## src/rtl/audio_cfg_pkg.sv

```systemverilog
// audio_cfg_pkg: shared frame geometry, default reset address and FSM encoding for the config responder.
package audio_cfg_pkg;
  localparam int ADDR_W = 7;
  localparam int DATA_W = 9;
  localparam int FRAME_BITS = 16;
  localparam logic [ADDR_W-1:0] RESET_ADDR_DEF = 7'h0F;
  localparam logic [1:0] S_IDLE = 2'd0, S_SHIFT = 2'd1, S_COMMIT = 2'd2;
  typedef struct packed {
    logic [ADDR_W-1:0] addr;
    logic [DATA_W-1:0] data;
  } frame_t;
endpackage

```

## src/rtl/spi_config_responder_if.sv

```systemverilog
// spi_config_responder_if: serial pins from the initiator plus the register-file/write-report outputs.
interface spi_config_responder_if import audio_cfg_pkg::*; #(parameter int NUM_REGS = 16);
  logic spi_sck;
  logic spi_mosi;
  logic cs;
  logic [NUM_REGS*DATA_W-1:0] regs;
  logic wr_stb;
  logic [ADDR_W-1:0] wr_addr;
  logic [DATA_W-1:0] wr_data;
  logic frame_err;
  modport master (output spi_sck, spi_mosi, cs, input regs, wr_stb, wr_addr, wr_data, frame_err);
  modport slave (input spi_sck, spi_mosi, cs, output regs, wr_stb, wr_addr, wr_data, frame_err);
endinterface

```

## src/rtl/spi_config_responder_sync2.sv

```systemverilog
// sync2: two-flop synchronizer whose flops reset to the line's idle level.
module sync2 #(parameter logic RST_VAL = 1'b0) (
  input  logic clk,
  input  logic reset,
  input  logic d_i,
  output logic q_o
);
  logic [1:0] ff_q;
  always_ff @(posedge clk or posedge reset)
    if (reset) ff_q <= {2{RST_VAL}};
    else ff_q <= {ff_q[0], d_i};
  assign q_o = ff_q[1];
endmodule

```

## src/rtl/spi_config_responder.sv

```systemverilog
// spi_config_responder: oversampling SPI slave that decodes 16-bit {addr,data} frames into a 9-bit register file.
module spi_config_responder import audio_cfg_pkg::*; #(
  parameter int NUM_REGS = 16,
  parameter logic [ADDR_W-1:0] RESET_ADDR = RESET_ADDR_DEF,
  parameter logic [NUM_REGS*DATA_W-1:0] DEFAULTS = '0
) (
  input logic clk,
  input logic reset,
  spi_config_responder_if.slave bus
);
  localparam logic [4:0] CNT_MAX = 5'(FRAME_BITS + 1);
  logic sck_s, mosi_s, cs_s, sck_q, cs_q, armed_q, armed_d;
  logic [1:0] settle_q, state_q, state_d;
  logic [4:0] cnt_q, cnt_d;
  logic [FRAME_BITS-1:0] sr_q, sr_d;
  logic [NUM_REGS*DATA_W-1:0] regs_q, regs_d;
  logic [ADDR_W-1:0] wr_addr_q, wr_addr_d;
  logic [DATA_W-1:0] wr_data_q, wr_data_d;
  logic wr_stb_q, err_q;
  logic sck_rise, cs_fall, cs_rise, start, shift_en, commit, len_ok, rst_hit, wr_hit;
  frame_t fr;

  sync2 #(.RST_VAL(1'b0)) u_sck  (.clk(clk), .reset(reset), .d_i(bus.spi_sck),  .q_o(sck_s));
  sync2 #(.RST_VAL(1'b0)) u_mosi (.clk(clk), .reset(reset), .d_i(bus.spi_mosi), .q_o(mosi_s));
  sync2 #(.RST_VAL(1'b1)) u_cs   (.clk(clk), .reset(reset), .d_i(bus.cs),       .q_o(cs_s));

  // A cs already low when reset releases belongs to an aborted frame: only arm once cs is really seen high.
  assign armed_d = armed_q | (&settle_q & cs_s);
  assign sck_rise = sck_s & ~sck_q;
  assign cs_fall = armed_q & cs_q & ~cs_s;
  assign cs_rise = cs_s & ~cs_q;
  assign start = state_q == S_IDLE && cs_fall;
  assign shift_en = state_q == S_SHIFT && sck_rise && !cs_s;
  assign commit = state_q == S_COMMIT;
  assign fr = frame_t'(sr_q);
  assign len_ok = cnt_q == 5'(FRAME_BITS);
  assign rst_hit = commit && len_ok && fr.addr == RESET_ADDR;
  assign wr_hit = commit && len_ok && !rst_hit && 32'(fr.addr) < NUM_REGS;

  always_comb begin
    state_d = state_q == S_IDLE ? (cs_fall ? S_SHIFT : S_IDLE) :
              state_q == S_SHIFT ? (cs_rise ? S_COMMIT : S_SHIFT) : S_IDLE;
    cnt_d = start ? '0 : (shift_en && cnt_q != CNT_MAX) ? cnt_q + 5'd1 : cnt_q;
    sr_d = start ? '0 : shift_en ? {sr_q[FRAME_BITS-2:0], mosi_s} : sr_q;
    wr_addr_d = (rst_hit || wr_hit) ? fr.addr : wr_addr_q;
    wr_data_d = (rst_hit || wr_hit) ? fr.data : wr_data_q;
    regs_d = rst_hit ? DEFAULTS : regs_q;
    for (int n = 0; n < NUM_REGS; n++)
      if (wr_hit && 32'(fr.addr) == n) regs_d[n*DATA_W +: DATA_W] = fr.data;
  end

  always_ff @(posedge clk or posedge reset)
    if (reset) begin
      sck_q <= 1'b0;
      cs_q <= 1'b1;
      settle_q <= '0;
      armed_q <= 1'b0;
      state_q <= S_IDLE;
      cnt_q <= '0;
      sr_q <= '0;
      regs_q <= DEFAULTS;
      wr_addr_q <= '0;
      wr_data_q <= '0;
      wr_stb_q <= 1'b0;
      err_q <= 1'b0;
    end else begin
      sck_q <= sck_s;
      cs_q <= cs_s;
      settle_q <= {settle_q[0], 1'b1};
      armed_q <= armed_d;
      state_q <= state_d;
      cnt_q <= cnt_d;
      sr_q <= sr_d;
      regs_q <= regs_d;
      wr_addr_q <= wr_addr_d;
      wr_data_q <= wr_data_d;
      wr_stb_q <= rst_hit | wr_hit;
      err_q <= commit & ~(rst_hit | wr_hit);
    end

  assign bus.regs = regs_q;
  assign bus.wr_stb = wr_stb_q;
  assign bus.wr_addr = wr_addr_q;
  assign bus.wr_data = wr_data_q;
  assign bus.frame_err = err_q;
endmodule
```

## src/flat_wrapper.sv

```systemverilog
// flat-port wrapper written by rule: the top's interface ports become plain ports
module spi_config_responder_flat import audio_cfg_pkg::*;
#(
  parameter int NUM_REGS = 16,
  parameter logic [ADDR_W-1:0] RESET_ADDR = RESET_ADDR_DEF,
  parameter logic [NUM_REGS*DATA_W-1:0] DEFAULTS = '0
)
  (clk, reset, bus_spi_sck, bus_spi_mosi, bus_cs, bus_regs, bus_wr_stb, bus_wr_addr, bus_wr_data, bus_frame_err);
  spi_config_responder_if #(.NUM_REGS(NUM_REGS)) bus_i ();
  input logic clk;
  input logic reset;
  input wire logic [$bits(bus_i.spi_sck)-1:0] bus_spi_sck;
  input wire logic [$bits(bus_i.spi_mosi)-1:0] bus_spi_mosi;
  input wire logic [$bits(bus_i.cs)-1:0] bus_cs;
  output wire logic [$bits(bus_i.regs)-1:0] bus_regs;
  output wire logic [$bits(bus_i.wr_stb)-1:0] bus_wr_stb;
  output wire logic [$bits(bus_i.wr_addr)-1:0] bus_wr_addr;
  output wire logic [$bits(bus_i.wr_data)-1:0] bus_wr_data;
  output wire logic [$bits(bus_i.frame_err)-1:0] bus_frame_err;
  assign bus_i.spi_sck = bus_spi_sck;
  assign bus_i.spi_mosi = bus_spi_mosi;
  assign bus_i.cs = bus_cs;
  assign bus_regs = bus_i.regs;
  assign bus_wr_stb = bus_i.wr_stb;
  assign bus_wr_addr = bus_i.wr_addr;
  assign bus_wr_data = bus_i.wr_data;
  assign bus_frame_err = bus_i.frame_err;
  spi_config_responder #(.NUM_REGS(NUM_REGS), .RESET_ADDR(RESET_ADDR), .DEFAULTS(DEFAULTS)) u_core (.clk(clk), .reset(reset), .bus(bus_i));
endmodule
```

## config.mk

```make
export PLATFORM = sky130hd
export DESIGN_NAME = spi_config_responder_flat
export DESIGN_NICKNAME = d
export VERILOG_FILES = /design/src/rtl/audio_cfg_pkg.sv /design/src/rtl/spi_config_responder_if.sv /design/src/rtl/spi_config_responder_sync2.sv /design/src/rtl/spi_config_responder.sv /design/src/flat_wrapper.sv
export SDC_FILE = /design/constraint.sdc
export NUM_CORES = 1
export LEC_CHECK = 0
export CAP_MARGIN = 20
export CORE_MARGIN = 5
export CORE_UTILIZATION = 37
export DETAILED_ROUTE_END_ITERATION = 16
export GPL_TIMING_DRIVEN = 0
export MAX_ROUTING_LAYER = met4
export PLACE_DENSITY = 0.58
export SLEW_MARGIN = 20
export SYNTH_ARGS = -nofsm -noshare
export SYNTH_HDL_FRONTEND = slang
export SYNTH_SLANG_ARGS = --single-unit
```

## constraint.sdc

```tcl
create_clock -name clk -period 8.6 [get_ports clk]
set_input_delay 1.29 -clock clk [delete_from_list [all_inputs] [get_ports clk]]
set_output_delay 1.29 -clock clk [all_outputs]
set_load 0.01 [all_outputs]
```

==> impl_results.md <==
* First-pass GRT wire length at 33000 microns
* CP peak stage delay at between 0.9 and 1 ns
* Post-synth cell types at 42
* Total power at 1.82 mW
* Routed vias at 5399
* Share of the synthesized area in the top cell type at 63.3%
* Final TNS setup at 0 ns
* Clock Latency Late Sink at around 0.44 ns
* Vias in the first global route at between 5000 and 6000
* Hold WS at between 0.3 and 0.4 ns
* Place WS at about 6 ns
* Die width at ~150 microns
* Largest net degree at the start of global routing at 80
* Status: finished, final reports clean
* Routed WL at ~21000 microns
* Layout Skew at roughly 0.011 ns
* Antenna Violating Nets Remaining at 0
* Average cell area after synthesis at between 10 and 15 sq um
* Crit. End Element: flip-flop
* Pwr Density at ~180 nW/um^2
* CTS clk-pin slew, worst paths at about 0.07 ns
* Row cnt at 52
* Mapped cell area at approximately 7600 sq um
* Worst-margin pin slew at about 1.0 ns
* Crit path time final at between 2 and 3 ns
* Per-cell routed wire length at ~20 microns
* Remaining DRCs at 0
* Max clock buf depth at 2
* CTS Sinks at around 200
* Setup CP Type: reg -> reg
* Tcrit/Tclk final at 32.5%
* Critical Path RT at 8.92 ns
* Core Area at slightly above 20000 sq um
* Initial antenna violation count at 0
* Post-CTS Hold Buffers at 0
* Setup Fix Bufs, Post-CTS at 0
* H-tree depth at 4
* Most area-consuming cells after synthesis: dfrtp_1 (63%), a22o_1 (11%), mux2_2 (7.2%)
* Dpl hpwl at 14300 microns
* # nets final at around 770
* Ys flop type: dfrtp_1
* Worst VDD drop at 0.133 mV
* DR iter-0 viols at 334
* Layout Utilization at around 51%
* Remaining global-route overflow at 0
* Max frequency at ~360 MHz
* Layout Area Growth over Synthesis at 34.9%
* CTS Root Cell: clkbuf_16
* Worst hold-check path type: reg -> reg
* Most frequent cells in the layout: dfrtp_1 (193), clkdlybuf4s50_1 (166), a22o_1 (99)
* Register area share after synthesis at between 60% and 70%
* Share of layout cells above drive strength 1 at 13.9%
* Final setup fails at 0
* Die height at ~150 microns
* CTS tree: built
* GP Congestion at 0.800
* Max FO, Critical Path at 10
* Asr flop ratio synth at 100%
* Worst rel slew slack at between 20 and 30%
* Syn nets at roughly 580
* # resized after CTS at 0
* Yosys top cell by area: dfrtp_1
* Antenna cells at 0
* DIE AREA at about 24000 sq um
* Final Hold Fails at 0
* Crit path cell chain: inv_1 -> ha_1 -> or4b_1 -> buf_2 -> nor4b_2 -> nor2_2 -> a22o_1
* Final worst slack at ~5.8 ns
* Cts bufs inserted at 17
* Seq cells post-synth at ~200
* RSZ-0062 raised after global routing: no
* Leak Pwr at ~4.7 nW
* Number of synthesized flops with an enable pin at 0
* All-layer global routing usage at between 10% and 20%
* Commonest non-fill, non-tap cell in the layout: dfrtp_1
* MaxCap Viol Count at 0
* Worst Setup Start Kind: flip-flop
* Vias/cell at 5.16
* Syn. warnings at 0
* Worst Path Arrival at roughly 3.1 ns
* I/O Buffers at approximately 170
* Slowest CP cell: nor4b_2
* I/O pins at approximately 170
* Post-Syn Instances at between 500 and 600
* Initial core utilization at 37.6%
* Final slew viol count at 0
* Router iterations before antenna repair at 5
## synthesized netlist by cell type (3+ instances only)
| cell | number |
|---|---|
| ha_1 | 3 |
| nand2_1 | 39 |
| nor2b_1 | 45 |
| nor2_1 | 9 |
| nor3_2 | 4 |
| buf_1 | 15 |
| nor4_1 | 5 |
| a21oi_1 | 28 |
| dfrtp_1 | 193 |
| clkbuf_1 | 21 |
| nor3_1 | 8 |
| nand2b_1 | 6 |
| and2_1 | 5 |
| mux2_2 | 49 |
| buf_2 | 5 |
| a22o_1 | 99 |
| dfstp_2 | 3 |
| inv_1 | 7 |
## worst max-delay path, delay by kind of cell (launching register included)
family / cells / cell delay (ns)
adder cells (fa/ha/maj): 1 / 0.15
flip-flops: 1 / 0.41
buffers and inverters: 2 / 0.29
AND/OR/NAND/NOR: 3 / 1.57
AO/OA/AOI/OAI: 1 / 0.26
## sequential cells by signal, indices dropped and copies added, names as in the netlist, 5 cells and up
name and cells:
u_core.bus.regs 144, u_core.bus.wr_addr 7, u_core.bus.wr_data 9, u_core.cnt_q 5, u_core.fr 16
## area by class of cell
type | count | area (sq um)
plain buffers | 44 | 190
clock buffers | 18 | 429
clock inverters | 14 | 170
fillers | 1794 | 10000
inverters | 7 | 33.8
multi-input cells | 329 | 2510
flip-flops and latches | 196 | 4910
well taps | 270 | 338
repair buffers | 168 | 1720
## power breakdown
group / internal, mW / total, mW / switching [mW]
Sequential: 0.930 / 0.937 / 0.00703
Combinational: 0.0222 / 0.0760 / 0.0538
Clock: 0.438 / 0.809 / 0.371
Total: 1.39 / 1.82 / 0.432
## cells by family after synthesis
family,Yosys count,synth area share [%]
mux,50,7.36
simple gates,142,11.2
compound gates,130,13.5
other cells,1,0.0491
flops,196,64.3
buf+inv,51,2.84
fa+ha+maj,3,0.492
xor+xnor,3,0.344
## layer usage
| layer | vias up | GRT usage (%) | part of all wire (%) |
|---|---|---|---|
| li1 | 2424 | - | - |
| met1 | 2752 | 25.2 | 47 |
| met2 | 207 | 26.9 | 45 |
| met3 | 16 | 4.58 | 6.7 |
| met4 | 0 | 5.63 | 1.4 |
| met5 | - | - | 0 |
## final timing paths
| path | startpoint | endpoint | slack [ns] | cells after the start |
|---|---|---|---|---|
| worst max register to register | u_core.cnt_q[0] | u_core.bus.regs[34] | 5.80 | 7 |
| min in group asynchronous | reset | u_core.u_sck.ff_q[0] | 1.27 | 2 |
| max in group asynchronous | reset | u_core.bus.regs[16] | 6.62 | 3 |
| worst max-delay path | u_core.cnt_q[0] | u_core.bus.regs[34] | 5.80 | 7 |
| worst min-delay path | u_core.u_mosi.ff_q[0] | u_core.u_mosi.ff_q[1] | 0.35 | 0 |
| worst min register to register | u_core.u_mosi.ff_q[0] | u_core.u_mosi.ff_q[1] | 0.35 | 0 |
## stage by stage
step                      cell area [sq um]  std cells
after floorplan                        7630        576
after global placement                 9630       1012
after detailed placement               9700       1014
after CTS                             10300       1046
after global routing                  10300       1046
final                                 10300       1046
Note: power is estimated with default switching activity, not from simulation.
